File: config.mk
export PLATFORM = sky130hd
export DESIGN_NAME = varredor_load_aste_flat
export DESIGN_NICKNAME = d
export VERILOG_FILES = /design/src/rtl/varredor_load_aste_if.sv /design/src/rtl/varredor_load_aste.sv /design/src/flat_wrapper.sv
export SDC_FILE = /design/constraint.sdc
export NUM_CORES = 1
export LEC_CHECK = 0
export BUFFER_PORTS_ARGS = -buffer_cell sky130_fd_sc_hd__buf_2
export CAP_MARGIN = 20
export CORE_MARGIN = 10
export CORE_UTILIZATION = 45
export DETAILED_ROUTE_END_ITERATION = 8
export PLACE_DENSITY = 0.64
export SETUP_SLACK_MARGIN = 0.4
export SLEW_MARGIN = 20
export SYNTH_ARGS = -nofsm -noshare
export SYNTH_HDL_FRONTEND = slang
export SYNTH_SLANG_ARGS = --single-unit
File: constraint.sdc
create_clock -name clk -period 2.8 [get_ports clk]
set_input_delay 0 -clock clk [delete_from_list [all_inputs] [get_ports clk]]
set_output_delay 0 -clock clk [all_outputs]
set_load 0.01 [all_outputs]
File: src/rtl/varredor_load_aste_if.sv
// Bundle of the control/result handshake and the memory bus for the asteroid
// load scanner.
//   master : the scanner's view. It receives iniciar/modo_aloca/dado_aloca and mem_q,
//            and drives mem_addr/mem_we/mem_data plus the status/result outputs.
//   slave  : the environment's view, made up of game control and the 16x2 RAM.
interface varredor_load_aste_if #(
    parameter int ADDR_W = 4,
    parameter int DATA_W = 2
);
    logic              iniciar;
    logic              modo_aloca;
    logic [DATA_W-1:0] dado_aloca;
    logic [DATA_W-1:0] mem_q;
    logic [ADDR_W-1:0] mem_addr;
    logic              mem_we;
    logic [DATA_W-1:0] mem_data;
    logic              ocupado;
    logic              pronto;
    logic              encontrado;
    logic [ADDR_W-1:0] endereco_livre;
    logic [ADDR_W:0]   contagem_ativos;

    modport master (
        input  iniciar, modo_aloca, dado_aloca, mem_q,
        output mem_addr, mem_we, mem_data, ocupado, pronto,
               encontrado, endereco_livre, contagem_ativos
    );

    modport slave (
        output iniciar, modo_aloca, dado_aloca, mem_q,
        input  mem_addr, mem_we, mem_data, ocupado, pronto,
               encontrado, endereco_livre, contagem_ativos
    );
endinterface

File: src/rtl/varredor_load_aste.sv
// Reader/allocator master for the asteroid load memory (N_POS entries x DATA_W bits).
// When requested, it reads every entry in sequence, counts the non-zero slots and
// finds the lowest free (zero) slot. In allocate mode it then writes the
// latched load code into that slot.
// The RAM has a registered address, so mem_q returns the data for the
// address presented one cycle earlier. The scan therefore takes N_POS+1
// cycles.
// Ports:
//   clk   : rising-edge clock
//   reset : synchronous, active-high
//   bus   : varredor_load_aste_if.master, which carries the start request,
//           the memory bus and the results
module varredor_load_aste #(
    parameter int N_POS  = 16,
    parameter int ADDR_W = 4,
    parameter int DATA_W = 2
) (
    input  logic                  clk,
    input  logic                  reset,
    varredor_load_aste_if.master  bus
);

    typedef enum logic [1:0] {
        OCIOSO  = 2'd0,
        VARRE   = 2'd1,
        ESCREVE = 2'd2,
        FIM     = 2'd3
    } estado_t;

    // idx counts scan cycles 0..N_POS. It needs one extra bit beyond the address.
    localparam logic [ADDR_W:0]   IDX_FIM   = (ADDR_W+1)'(N_POS);
    localparam logic [ADDR_W:0]   IDX_UM    = (ADDR_W+1)'(1);
    localparam logic [ADDR_W:0]   IDX_ULT   = (ADDR_W+1)'(N_POS - 1);
    localparam logic [ADDR_W-1:0] ADDR_ULT  = ADDR_W'(N_POS - 1);
    localparam logic [ADDR_W:0]   CONT_UM   = (ADDR_W+1)'(1);
    localparam logic [DATA_W-1:0] DADO_ZERO = {DATA_W{1'b0}};

    // A code of zero marks an empty slot.
    function automatic logic eh_livre(input logic [DATA_W-1:0] dado);
        return (dado == DADO_ZERO);
    endfunction

    estado_t           estado_q, estado_d;
    logic [ADDR_W:0]   idx_q, idx_d;
    logic              modo_q, modo_d;
    logic [DATA_W-1:0] dado_q, dado_d;
    logic [ADDR_W-1:0] addr_q, addr_d;
    logic              we_q, we_d;
    logic [DATA_W-1:0] wdata_q, wdata_d;
    logic              ocupado_q, ocupado_d;
    logic              pronto_q, pronto_d;
    logic              enc_q, enc_d;
    logic [ADDR_W-1:0] livre_q, livre_d;
    logic [ADDR_W:0]   cont_q, cont_d;

    // Next-state and registered-output logic for the scan/allocate sequence.
    always_comb begin
        estado_d  = estado_q;
        idx_d     = idx_q;
        modo_d    = modo_q;
        dado_d    = dado_q;
        addr_d    = addr_q;
        we_d      = 1'b0;
        wdata_d   = wdata_q;
        ocupado_d = ocupado_q;
        pronto_d  = 1'b0;
        enc_d     = enc_q;
        livre_d   = livre_q;
        cont_d    = cont_q;

        case (estado_q)
            OCIOSO: begin
                if (bus.iniciar) begin
                    modo_d    = bus.modo_aloca;
                    dado_d    = bus.dado_aloca;
                    enc_d     = 1'b0;
                    livre_d   = {ADDR_W{1'b0}};
                    cont_d    = {(ADDR_W+1){1'b0}};
                    idx_d     = {(ADDR_W+1){1'b0}};
                    addr_d    = {ADDR_W{1'b0}};
                    ocupado_d = 1'b1;
                    estado_d  = VARRE;
                end else begin
                    estado_d  = OCIOSO;
                end
            end

            VARRE: begin
                // mem_q is valid from the second scan cycle onward. It holds address idx-1.
                if (idx_q != {(ADDR_W+1){1'b0}}) begin
                    if (!eh_livre(bus.mem_q)) begin
                        cont_d = cont_q + CONT_UM;
                    end else if (!enc_q) begin
                        livre_d = ADDR_W'(idx_q - IDX_UM);
                        enc_d   = 1'b1;
                    end else begin
                        livre_d = livre_q;
                    end
                end else begin
                    cont_d = cont_q;
                end

                if (idx_q == IDX_FIM) begin
                    // enc_d includes the final pipelined sample, which is address N_POS-1.
                    if (modo_q && enc_d) begin
                        estado_d = ESCREVE;
                        we_d     = 1'b1;
                        addr_d   = livre_d;
                        wdata_d  = dado_q;
                    end else begin
                        estado_d = FIM;
                        pronto_d = 1'b1;
                    end
                end else begin
                    idx_d = idx_q + IDX_UM;
                    // The address stops at the last entry during the drain cycle.
                    if (idx_q >= IDX_ULT) begin
                        addr_d = ADDR_ULT;
                    end else begin
                        addr_d = ADDR_W'(idx_q + IDX_UM);
                    end
                end
            end

            ESCREVE: begin
                if (!eh_livre(dado_q)) begin
                    cont_d = cont_q + CONT_UM;
                end else begin
                    cont_d = cont_q;
                end
                estado_d = FIM;
                pronto_d = 1'b1;
            end

            FIM: begin
                ocupado_d = 1'b0;
                estado_d  = OCIOSO;
            end

            default: begin
                ocupado_d = 1'b0;
                estado_d  = OCIOSO;
            end
        endcase
    end

    // State and output registers, with synchronous reset.
    always_ff @(posedge clk) begin
        if (reset) begin
            estado_q  <= OCIOSO;
            idx_q     <= {(ADDR_W+1){1'b0}};
            modo_q    <= 1'b0;
            dado_q    <= {DATA_W{1'b0}};
            addr_q    <= {ADDR_W{1'b0}};
            we_q      <= 1'b0;
            wdata_q   <= {DATA_W{1'b0}};
            ocupado_q <= 1'b0;
            pronto_q  <= 1'b0;
            enc_q     <= 1'b0;
            livre_q   <= {ADDR_W{1'b0}};
            cont_q    <= {(ADDR_W+1){1'b0}};
        end else begin
            estado_q  <= estado_d;
            idx_q     <= idx_d;
            modo_q    <= modo_d;
            dado_q    <= dado_d;
            addr_q    <= addr_d;
            we_q      <= we_d;
            wdata_q   <= wdata_d;
            ocupado_q <= ocupado_d;
            pronto_q  <= pronto_d;
            enc_q     <= enc_d;
            livre_q   <= livre_d;
            cont_q    <= cont_d;
        end
    end

    assign bus.mem_addr        = addr_q;
    assign bus.mem_we          = we_q;
    assign bus.mem_data        = wdata_q;
    assign bus.ocupado         = ocupado_q;
    assign bus.pronto          = pronto_q;
    assign bus.encontrado      = enc_q;
    assign bus.endereco_livre  = livre_q;
    assign bus.contagem_ativos = cont_q;

endmodule

File: src/flat_wrapper.sv
// flat-port wrapper written by rule: the top's interface ports become plain ports
module varredor_load_aste_flat 
#(
    parameter int N_POS  = 16,
    parameter int ADDR_W = 4,
    parameter int DATA_W = 2
)
  (clk, reset, bus_iniciar, bus_modo_aloca, bus_dado_aloca, bus_mem_q, bus_mem_addr, bus_mem_we, bus_mem_data, bus_ocupado, bus_pronto, bus_encontrado, bus_endereco_livre, bus_contagem_ativos);
  varredor_load_aste_if #(.ADDR_W(ADDR_W), .DATA_W(DATA_W)) bus_i ();
  input  logic clk;
  input  logic reset;
  input wire logic [$bits(bus_i.iniciar)-1:0] bus_iniciar;
  input wire logic [$bits(bus_i.modo_aloca)-1:0] bus_modo_aloca;
  input wire logic [$bits(bus_i.dado_aloca)-1:0] bus_dado_aloca;
  input wire logic [$bits(bus_i.mem_q)-1:0] bus_mem_q;
  output wire logic [$bits(bus_i.mem_addr)-1:0] bus_mem_addr;
  output wire logic [$bits(bus_i.mem_we)-1:0] bus_mem_we;
  output wire logic [$bits(bus_i.mem_data)-1:0] bus_mem_data;
  output wire logic [$bits(bus_i.ocupado)-1:0] bus_ocupado;
  output wire logic [$bits(bus_i.pronto)-1:0] bus_pronto;
  output wire logic [$bits(bus_i.encontrado)-1:0] bus_encontrado;
  output wire logic [$bits(bus_i.endereco_livre)-1:0] bus_endereco_livre;
  output wire logic [$bits(bus_i.contagem_ativos)-1:0] bus_contagem_ativos;
  assign bus_i.iniciar = bus_iniciar;
  assign bus_i.modo_aloca = bus_modo_aloca;
  assign bus_i.dado_aloca = bus_dado_aloca;
  assign bus_i.mem_q = bus_mem_q;
  assign bus_mem_addr = bus_i.mem_addr;
  assign bus_mem_we = bus_i.mem_we;
  assign bus_mem_data = bus_i.mem_data;
  assign bus_ocupado = bus_i.ocupado;
  assign bus_pronto = bus_i.pronto;
  assign bus_encontrado = bus_i.encontrado;
  assign bus_endereco_livre = bus_i.endereco_livre;
  assign bus_contagem_ativos = bus_i.contagem_ativos;
  varredor_load_aste #(.N_POS(N_POS), .ADDR_W(ADDR_W), .DATA_W(DATA_W)) u_core (.clk(clk), .reset(reset), .bus(bus_i));
endmodule
==> flow_metrics.tcl <==
set metrics [dict create \
    status "finished, final reports clean" \
    drv_slew 0 \
    rsz0062_at_grt "false" \
    die_y_um 81.0 \
    clock_skew_ns 0.00361 \
    critPathMaxStageDelay_ns 0.57 \
    overflow 0 \
    slowest_stage "or4b_1" \
    final_nets 250 \
    whs_ns 0.0734 \
    antenna_cells 0 \
    track_usage_pct 14.4 \
    grt_max_degree 29 \
    ir_drop_v 0.000325 \
    avgRoutedWirePerCell_um 16.0 \
    end_kind "register" \
    drtAntennaViolNets 0 \
    numClockSinks 29 \
    drive_above_1_share_pct 16.2 \
    path_cells "inv_1 -> ha_1 -> or4b_1 -> a21o_1 -> a211o_1 -> a311oi_2" \
    synth.avg_cell_area_um2 8.05 \
    setup_viol 0 \
    cts_max_level 2 \
    synth_area_um2 1680 \
    powerDensity_nw_per_um2 807 \
    required_ns 2.99 \
    swShare_pct 41.7 \
    cts_tree "yes" \
    numCtsBuffers 5 \
    hold_path_class "in2reg" \
    max-clock-path-buffers 2 \
    clk_pin_slew_ns 0.06 \
    clk_latency_ns 0.28 \
    intPower_mw 0.915 \
    critPathKind "reg2reg" \
    first_pass_iters 4 \
    maxCapViolCount 0 \
    dpl.hpwl_mm 3.37 \
    crit_path_start_kind "register" \
    fin_crit_sh_pct 79.7 \
    placeableCoreArea_um2 3630 \
    root_buffer "clkbuf_8" \
    ys_seq_area_share_pct 34.7 \
    grt_antenna_before_repair 0 \
    arrival_ns 2.42 \
    post-route-util_pct 53.5 \
    grt_pass1_wl_mm 7.52 \
    ys_ff_latch 29 \
    preCtsSetupSlack_ns 0.566 \
    fill_cells 368 \
    drt_iter0_markers 122 \
    clkPwrFrac_pct 22.0 \
    fin_ws_ns 0.569 \
    power.total_mw 1.57 \
    async_flop_share_pct 0 \
    hold_viol_final 0 \
    initial_utilization_pct 46.1 \
    multiInputGateArea_um2 1020 \
    routed_wl_mm 4.50 \
    synthFlopType "dfxtp_1" \
    place.port_buffers 26 \
    vias 1635 \
    grt_pass1_vias 1518 \
    seq_area_um2 581 \
    cellLeakagePower_nw 0.781 \
    syn_inst 208 \
    switchingPower_mw 0.655 \
    power_frac_seq_pct 33.6 \
    drcViolationCount 0 \
    synth_warnings 0 \
    boundaryPins 27 \
    cts_setup_buffers 0 \
    max_slew_margin_pct 56.6 \
    crit_path_max_fanout 7 \
    row_count 22 \
    synthDistinctLibCells 50 \
    crit_family "compound AO/OA/AOI/OAI gates" \
    die_x_um 81.0 \
    r2r_setup_slack_ns 0.57 \
    combPwrFrac_pct 44.4 \
    fin_crit_ns 2.23 \
    path_buf_inv 1 \
    setup_tns_ns 0 \
    die-area_um2 6560 \
    drt-vias-per-instance 5.80 \
    clock.fmax_mhz 448 \
    area_delta_synth_final_pct 16.1 \
    synth_edf_count 0 \
    tightest_slew_ns 0.633 \
    syn_nets 224 \
    place_congestion 0.922 \
]
## cells in the mapped netlist, drive strengths merged, types with 2 or more instances
| master | number | area share [%] |
|---|---|---|
| a211o | 2 | 1.0 |
| a211oi | 5 | 2.2 |
| a21oi | 24 | 7.2 |
| a311oi | 5 | 3.0 |
| and2 | 2 | 0.75 |
| and3 | 2 | 0.75 |
| buf | 2 | 0.97 |
| clkbuf | 9 | 2.0 |
| dfxtp | 29 | 35 |
| ha | 8 | 6.0 |
| inv | 8 | 1.8 |
| mux2i | 2 | 1.2 |
| nand2 | 15 | 3.4 |
| nand3 | 16 | 4.8 |
| nand4 | 4 | 1.5 |
| nor2 | 14 | 3.1 |
| nor2b | 3 | 1.1 |
| nor3 | 5 | 1.5 |
| o211a | 2 | 1.2 |
| o211ai | 3 | 1.3 |
| o21ai | 15 | 4.5 |
| o21bai | 2 | 0.90 |
| o31ai | 4 | 1.8 |
| or3 | 2 | 0.75 |
| or4 | 2 | 0.90 |
| xnor2 | 2 | 1.0 |
## repair_timing
item,4_1_cts,5_1_grt
resized for setup,0,1
setup endpoints to repair,0,1
hold endpoints to repair,3,0
hold buffers,3,0
## flip-flops by register name (all words and copies together), names as in the netlist
signal,cells
u_core.bus.contagem_ativos,5
u_core.idx_q,5
u_core.bus.endereco_livre,4
u_core.bus.mem_addr,4
u_core.bus.mem_data,2
u_core.dado_q,2
u_core.estado_q,2
u_core.bus.encontrado,1
u_core.bus.mem_we,1
u_core.bus.ocupado,1
u_core.bus.pronto,1
u_core.modo_q,1
## worst reg2reg max path, cell delays in order, from the launching register on
cell      delay (ns)
dfxtp_1         0.37
inv_1           0.14
ha_1            0.26
or4b_1          0.57
a21o_1          0.24
a211o_1         0.31
a311oi_2        0.25
## area by class of cell
cell class / instances / area share (%)
multi-input cells: 159 / 52.3
clock buffers: 7 / 4.44
flip-flops and latches: 29 / 29.8
repair buffers: 30 / 8.62
inverters: 9 / 1.74
well taps: 48 / 3.09
## cell families (layout without fill, tap and decap cells)
group | after synthesis | after routing | synth area share [%]
flip-flops | 29 | 29 | 34.7
XOR/XNOR | 3 | 3 | 1.57
adder cells (fa/ha/maj) | 8 | 8 | 5.97
AND/OR/NAND/NOR | 73 | 73 | 22.8
AO/OA/AOI/OAI | 72 | 72 | 28.2
buffers and inverters | 20 | 46 | 5.00
multiplexers | 3 | 3 | 1.87
## power by group through the flow
stage                     Sequential, mW  Combinational [mW]  Clock, mW
after floorplan                    0.534               0.500          0
after global placement             0.533               0.686          0
after detailed placement           0.533               0.679          0
after CTS                          0.525               0.688      0.352
after global routing               0.537               0.780      0.373
final                              0.528               0.697      0.345
## through the flow
stage                     area [um2]  std cells
after floorplan                 1680        208
after global placement          1820        272
after detailed placement        1820        272
after CTS                       1940        282
after global routing            1950        282
final                           1950        282
## per-layer routing
layer | vias to the layer above | global-route usage [%] | wire length (um)
met2 | 41 | 21.7 | 1980
met5 | - | 0 | 0
li1 | 829 | - | -
met1 | 758 | 19.2 | 2180
met3 | 7 | 3.42 | 278
met4 | 0 | 5.71 | 67
## path summary, 6_finish.rpt
| path | start | endpoint | depth (start not counted) |
|---|---|---|---|
| min reg2reg | u_core.bus.mem_data[1] | u_core.bus.mem_data[1] | 2 |
| max | u_core.idx_q[0] | u_core.estado_q[0] | 6 |
| min | bus_iniciar | u_core.dado_q[0] | 3 |
| max reg2reg | u_core.idx_q[0] | u_core.estado_q[0] | 6 |
## layout by cell type, fill, tap and decap left out, drive strengths merged, types with 3 or more instances in the layout
cell	synthesis	layout
o31ai	4	4
nor2b	3	3
nor3	5	5
nor2	14	14
ha	8	8
dlygate4sd3	0	3
inv	8	8
dfxtp	29	29
buf	2	27
clkbuf	9	7
nand3	16	16
a21oi	24	24
o211ai	3	3
nand4	4	4
a311oi	5	5
nand2	15	15
o21ai	15	15
a211oi	5	5
(Power assumes the default switching activity.)
